## src/rtl/eq_gain_mixer.sv

```systemverilog
// eq_gain_mixer: captures one sample from each of the 10 filter-bank bands,
// weights each by a programmable signed gain through a single time-shared MAC,
// and emits a rounded, saturated equalised sample with a valid pulse.
module eq_gain_mixer #(
  parameter int DATA_W    = 24,
  parameter int GAIN_W    = 16,
  parameter int GAIN_FRAC = 14,
  parameter int ACC_W     = DATA_W + GAIN_W + 4
) (
  input  logic              i_clk,
  input  logic              i_rst,
  input  logic              i_en,
  input  logic [DATA_W-1:0] i_lp,
  input  logic [DATA_W-1:0] i_band_64_125,
  input  logic [DATA_W-1:0] i_band_125_250,
  input  logic [DATA_W-1:0] i_band_250_500,
  input  logic [DATA_W-1:0] i_band_500_1k,
  input  logic [DATA_W-1:0] i_band_1k_2k,
  input  logic [DATA_W-1:0] i_band_2k_4k,
  input  logic [DATA_W-1:0] i_band_4k_8k,
  input  logic [DATA_W-1:0] i_band_8k_16k,
  input  logic [DATA_W-1:0] i_hp,
  input  logic              i_gain_we,
  input  logic [3:0]        i_gain_addr,
  input  logic [GAIN_W-1:0] i_gain_data,
  output logic [DATA_W-1:0] o_data,
  output logic              o_valid,
  output logic              o_sat,
  output logic              o_busy,
  output logic              o_drop,
  output logic              o_wr_err
);

  localparam int NB     = 10;
  localparam int PROD_W = DATA_W + GAIN_W;

  localparam logic signed [GAIN_W-1:0] UNITY   = GAIN_W'(2 ** GAIN_FRAC);
  localparam logic signed [ACC_W-1:0]  HALF    = ACC_W'(2 ** (GAIN_FRAC - 1));
  localparam logic signed [DATA_W-1:0] MAX_D   = {1'b0, {(DATA_W-1){1'b1}}};
  localparam logic signed [DATA_W-1:0] MIN_D   = ~MAX_D;
  localparam logic signed [ACC_W-1:0]  MAX_OUT = ACC_W'(MAX_D);
  localparam logic signed [ACC_W-1:0]  MIN_OUT = ACC_W'(MIN_D);

  typedef enum logic [1:0] {S_IDLE, S_MAC, S_ROUND} state_t;

  state_t                     state, state_nxt;
  logic [3:0]                 idx;
  logic signed [ACC_W-1:0]    acc;
  logic signed [DATA_W-1:0]   bank [NB];
  logic signed [GAIN_W-1:0]   gain [NB];
  logic [DATA_W-1:0]          band_in [NB];
  logic signed [PROD_W-1:0]   prod;
  logic signed [ACC_W-1:0]    prod_ext;
  logic signed [ACC_W-1:0]    rnd;
  logic                       busy;
  logic                       gain_ok;

  // Round half toward +infinity, dropping the gain fraction bits.
  function automatic logic signed [ACC_W-1:0] round_acc(input logic signed [ACC_W-1:0] a);
    logic signed [ACC_W-1:0] s;
    s = a + HALF;
    return s >>> GAIN_FRAC;
  endfunction

  // True when the rounded value lies outside the output sample range.
  function automatic logic is_clipped(input logic signed [ACC_W-1:0] r);
    return (r > MAX_OUT) || (r < MIN_OUT);
  endfunction

  // Clamp the rounded value into the output sample range.
  function automatic logic signed [DATA_W-1:0] saturate(input logic signed [ACC_W-1:0] r);
    if (r > MAX_OUT) return MAX_D;
    if (r < MIN_OUT) return MIN_D;
    return r[DATA_W-1:0];
  endfunction

  assign band_in[0] = i_lp;
  assign band_in[1] = i_band_64_125;
  assign band_in[2] = i_band_125_250;
  assign band_in[3] = i_band_250_500;
  assign band_in[4] = i_band_500_1k;
  assign band_in[5] = i_band_1k_2k;
  assign band_in[6] = i_band_2k_4k;
  assign band_in[7] = i_band_4k_8k;
  assign band_in[8] = i_band_8k_16k;
  assign band_in[9] = i_hp;

  assign busy     = (state != S_IDLE);
  assign o_busy   = busy;
  assign gain_ok  = i_gain_we && !busy && (i_gain_addr <= 4'd9);
  assign prod     = PROD_W'(bank[idx]) * PROD_W'(gain[idx]);
  assign prod_ext = ACC_W'(prod);
  assign rnd      = round_acc(acc);

  // State register.
  always_ff @(posedge i_clk) begin
    if (i_rst) state <= S_IDLE;
    else       state <= state_nxt;
  end

  // Next-state logic: capture, ten MAC cycles, one round/saturate cycle.
  always_comb begin
    state_nxt = state;
    case (state)
      S_IDLE:  if (i_en) state_nxt = S_MAC;
      S_MAC:   if (idx == 4'd9) state_nxt = S_ROUND;
      S_ROUND: state_nxt = S_IDLE;
      default: state_nxt = S_IDLE;
    endcase
  end

  // Datapath, gain bank and status pulses.
  always_ff @(posedge i_clk) begin
    if (i_rst) begin
      idx      <= '0;
      acc      <= '0;
      o_data   <= '0;
      o_valid  <= 1'b0;
      o_sat    <= 1'b0;
      o_drop   <= 1'b0;
      o_wr_err <= 1'b0;
      for (int i = 0; i < NB; i++) gain[i] <= UNITY;
    end else begin
      o_valid  <= 1'b0;
      o_drop   <= i_en && busy;
      o_wr_err <= i_gain_we && !gain_ok;
      if (gain_ok) gain[i_gain_addr] <= $signed(i_gain_data);
      case (state)
        S_IDLE: begin
          if (i_en) begin
            for (int i = 0; i < NB; i++) bank[i] <= $signed(band_in[i]);
            acc <= '0;
            idx <= '0;
          end
        end
        S_MAC: begin
          acc <= acc + prod_ext;
          idx <= idx + 4'd1;
        end
        S_ROUND: begin
          o_data  <= saturate(rnd);
          o_sat   <= is_clipped(rnd);
          o_valid <= 1'b1;
        end
        default: ;
      endcase
    end
  end

endmodule

```

## config.mk

```make
export PLATFORM = sky130hd
export DESIGN_NAME = eq_gain_mixer
export DESIGN_NICKNAME = d
export VERILOG_FILES = /design/src/rtl/eq_gain_mixer.sv
export SDC_FILE = /design/constraint.sdc
export NUM_CORES = 2
export LEC_CHECK = 0
export BUFFER_PORTS_ARGS = -buffer_cell sky130_fd_sc_hd__clkbuf_2
export CAP_MARGIN = 10
export CORE_MARGIN = 1
export CORE_UTILIZATION = 56
export DETAILED_ROUTE_END_ITERATION = 10
export GPL_TIMING_DRIVEN = 0
export PLACE_DENSITY = 0.75
export SYNTH_ARGS = -nofsm -noshare
export SYNTH_HDL_FRONTEND = slang
export SYNTH_SLANG_ARGS = --single-unit
```

## constraint.sdc

```tcl
create_clock -name i_clk -period 15.55 [get_ports i_clk]
set_input_delay 3.11 -clock i_clk [delete_from_list [all_inputs] [get_ports i_clk]]
set_output_delay 3.11 -clock i_clk [all_outputs]
set_load 0.03 [all_outputs]
```

## Word level (Yosys, flattened, before mapping)

Memories as Yosys holds them, arrays and structs flattened. A register that Yosys moved wholly into a read port is not among the register bits.
Index checks and enable logic that the tools add are counted.

- Bits in registers: 78
- Output and inout bits: 29
- Memories kept: 2
- ROM bits: 0
- RAM bits: 400
- Bits in latches: 0

- Add/sub/neg operators: 3
- Bitwise logic cells: 0
- Order comparisons: 3
- Muxes and demuxes: 35
- Div/mod/pow operators: 0
- Shift operators: 0
- Multiply operators: 1
- Reductions and logical operators: 13
- Equality and inequality tests: 5

Memory list:

| memory | depth | bits a word | rd ports | clocked after memory_dff | wr ports | RTL line | text |
|---|---|---|---|---|---|---|---|
| bank | 10 | 24 | 1 | 1 | 10 | 49 | `logic signed [DATA_W-1:0] bank [NB];` |
| gain | 10 | 16 | 1 | 1 | 10 | 50 | `logic signed [GAIN_W-1:0] gain [NB];` |

Operators by type and width:

| cell | number |
|---|---|
| 24-bit 2-to-1 mux | 4 |
| 44-bit case mux with 2 select lines | 1 |
| 44-bit by 15-bit adder with 44-bit output, second input constant | 1 |
| 44-bit by 40-bit adder with 44-bit output | 1 |
| 44-bit 2-to-1 mux | 1 |
| 24-bit by 16-bit multiplier with 40-bit output | 1 |
| 30-bit by 24-bit > comparator with 1-bit output, second input constant | 1 |
| 30-bit by 24-bit less-than comparator with 1-bit output, second input constant | 1 |
| 4-bit 2-to-1 mux | 6 |
| 1-bit 2-to-1 mux | 18 |
| 16-bit 2-to-1 mux | 1 |
| 16-bit OR reduction | 1 |
| 4-bit case mux with 2 select lines | 1 |
| 4-bit by 1-bit adder with 4-bit output, second input constant | 1 |
| 4-bit equality test, second input constant | 1 |
| 4-bit less-or-equal comparator, second input constant | 1 |
| 1-bit logical AND | 4 |
| 2-bit 2-to-1 mux | 2 |
| 2-bit inequality test, second input constant | 2 |
| 2-bit case mux with 2 select lines | 1 |
| 2-bit AND reduction | 2 |
| 2-bit nonzero test | 2 |
| 2-bit by 1-bit equality test with 1-bit output, second input constant | 1 |
| 2-bit equality test, second input constant | 1 |
| other kinds (3) | 4 |

## Depth between registers and ports, before layout

- Word-level depth: 10
- Depth in mapped cells: 32
- Gate-level depth less buffers: 28

## Worst setup path before layout

No wires, ideal clock.

- Path kind: in2reg
- Start: input i_rst
- End: memory bank[0][0], enable pin
- Data required time: 14.706 ns
- Arrival time: 13.338 ns
- Slack: 1.368 ns
- Stages on the path: 3
- Cells stage by stage: buf_6 -> nand2b_1 -> nor2_1

RTL lines:

| item | RTL line | text |
|---|---|---|
| start: declaration | 11 | `input logic i_rst,` |
| end: declaration | 49 |  |

==> out/results.ini <==
[sta]
finalWorstPathRequiredPeriod_ns=9.74
worst-slew-pin-transition_ns=1.17
highest_attainable_clock_frequency_mhz=103
timing.final.setup_violations=0
clock_skew_ns=0.0465
final_hold_violation_count=0
maxSlewHeadroom=0.222
post-route-period-util=0.626
maxSlewViolCount=0
final.hold.worst_slack_ns=0.460
rsz0062_at_grt=no

[clock_network]
clk_root_buffer_cell=clkbuf_16
clk_latency_ns=0.67
cts.sinks=578
h-tree-depth=2
tritoncts=yes
ctsLongestPathBuffers=3
holdBufCountCts=0
numCtsBuffers=59
post_cts_repair_resize_count=0
post_cts_buffers=0
clkSlewWorstSetupHoldPaths_ns=0.06

[floorplanning]
dieHeight_um=265
effective_utilization_at_floorplan=0.571
die_w_um=265
placementRows=95
num_io_pins=293
core_area_mm2=0.0676
die_area_mm2=0.0700

[placed_design]
io_buffers=291
place.detailed.hpwl_mm=76.4
gpl.final_weighted_congestion=0.918
postPlaceCellArea_mm2=0.0417

[yosys]
synth_edf_count=496
synth_top_area_frac=0.386
ys_top_cells_by_count=edfxtp_1 (496), inv_1 (479), fa_1 (434)
yosys.cell_count.top_type=edfxtp_1
dominantRegCellSynth=edfxtp_1
syn-cell-area_mm2=0.0386
synth_area_leaders=edfxtp_1 (39%), fa_1 (23%), mux4_2 (6.9%), inv_1 (4.7%), dfxtp_1 (4.3%)
netlist_instances=3086
async_reset_ff_frac=0
synth_cell_type_count=78
yosys.area.top_type=edfxtp_1
ys_warn_count=0
synth-seq-area-share=0.429
yosys_register_bits=578
synth_area_per_cell_um2=12.5

[worst_setup_path]
worst_path_max_delay_cell=buf_1
worstSetupEndpointType=flop
critical_path.max_stage_delay_ns=0.74
cp_data_arrival_time_ns=10.26
critical_path_buffers_and_inverters=7
cp_max_fo=10
crit_family=adder cells
setup.worst_path.class=reg -> reg
worst-endpoint-required_ns=16.07
critical-path-top-cell-by-count=fa_1
worst_setup_start_kind=flop

[routing]
dr.pass1.iters=5
drt-wirelength-per-cell_um=21.8
met2WireLength_mm=51.6
drt_wl_total_mm=97.3
drc=0
maxUsedRoutingLayer=met5
postRouteAntennaNets=0
met3RoutedLength_mm=6.70
dr_vias=25300
detail_route.vias_per_cell=5.65
drtIter0Drc=2172
met1_length_mm=34.8

[global_routing]
grt.overflow.total=0
via_count_of_the_first_global_routing_pass=27100
global_route_wire_length_before_repair_mm=152
number_of_antenna_violations_at_the_first_check_in_global_routing=4
grt_start_max_net_pins=36
grt_use_total=0.291

[outcome]
status=finished clean

[flow_run]
max_cap_violations=0

[cells_and_area]
areaGrowthSynthToFinish_pct=13.2
fill_cells=5044
postLayoutCoreUtil=0.646
stdcell_area_mm2=0.0437
final_nets=4367
final_layout_size_suffix_gt1_frac=0.186

[worst_hold_path]
worst_hold_startpoint=o_data[12]
worstHoldPathType=reg -> reg

==> routing by layer <==
layer  track usage  vias to the layer above
met4         0.120                        4
met1         0.350                    12800
met5             0                        -
met2         0.523                     1074
met3        0.0447                      243
li1              -                    11100
==> worst paths after layout <==
kind / to / slack, ns / depth (start not counted)
worst max-delay path: acc[42] / 5.81 / 28
worst min-delay path: o_data[12] / 0.46 / 1
worst max register to register: acc[42] / 5.81 / 28
worst min register to register: o_data[12] / 0.46 / 1
==> cell usage in the layout, fill, tap and decap left out, drive strengths merged, types with 74 or more instances in the layout <==
cell type    n
clkbuf     424
edfxtp     496
fa         434
inv        491
conb        96
nand2      247
dfxtp       82
ha         126
o21ai       74
mux4       118
nor2       423
==> registers in the layout, summed over array words and instances (netlist names), named ones only <==
name,count
bank,240
state,2
gain,256
o_sat,1
o_wr_err,1
o_data,24
o_valid,1
acc,44
idx,4
o_drop,1
==> kinds of logic (layout without fill, tap and decap cells) <==
| kind of cell | count (synthesis) | count (layout) | synth area share |
|---|---|---|---|
| AOI/OAI and AO/OA | 266 | 266 | 0.0492 |
| xor gates and xnor gates | 67 | 67 | 0.0152 |
| adders and majority gates | 560 | 560 | 0.266 |
| buffers and inverters | 611 | 1022 | 0.0635 |
| DFF | 578 | 578 | 0.429 |
| muxes | 188 | 188 | 0.0881 |
| other | 1 | 100 | 0.0000972 |
| and+or+nand+nor | 815 | 815 | 0.0894 |
==> per-stage QoR <==
step	worst slack (ns)	std cells	TNS (ns)
detailed placement	5.94	4355	0
global placement	-3.26	4345	-770.68
finish	5.81	4469	0
global route	5.45	4468	0
CTS	5.92	4465	0
floorplan	1.37	3181	0
==> area by class of cell <==
type                    instances  area (um2)  share of cell area
diodes                          4        10.0            0.000229
plain buffers                 122         614              0.0141
clock buffers                  75        1570              0.0359
clock inverters                35         399             0.00914
inverters                     489        1840              0.0420
multi-input cells            1992       20000               0.457
flip-flops and latches        578       16500               0.378
well taps                     873        1090              0.0250
repair buffers                301        1660              0.0380
Power is left out: the tool's default activity adds up to more than one toggle a clock period on the data nets, which glitch-free logic cannot reach.
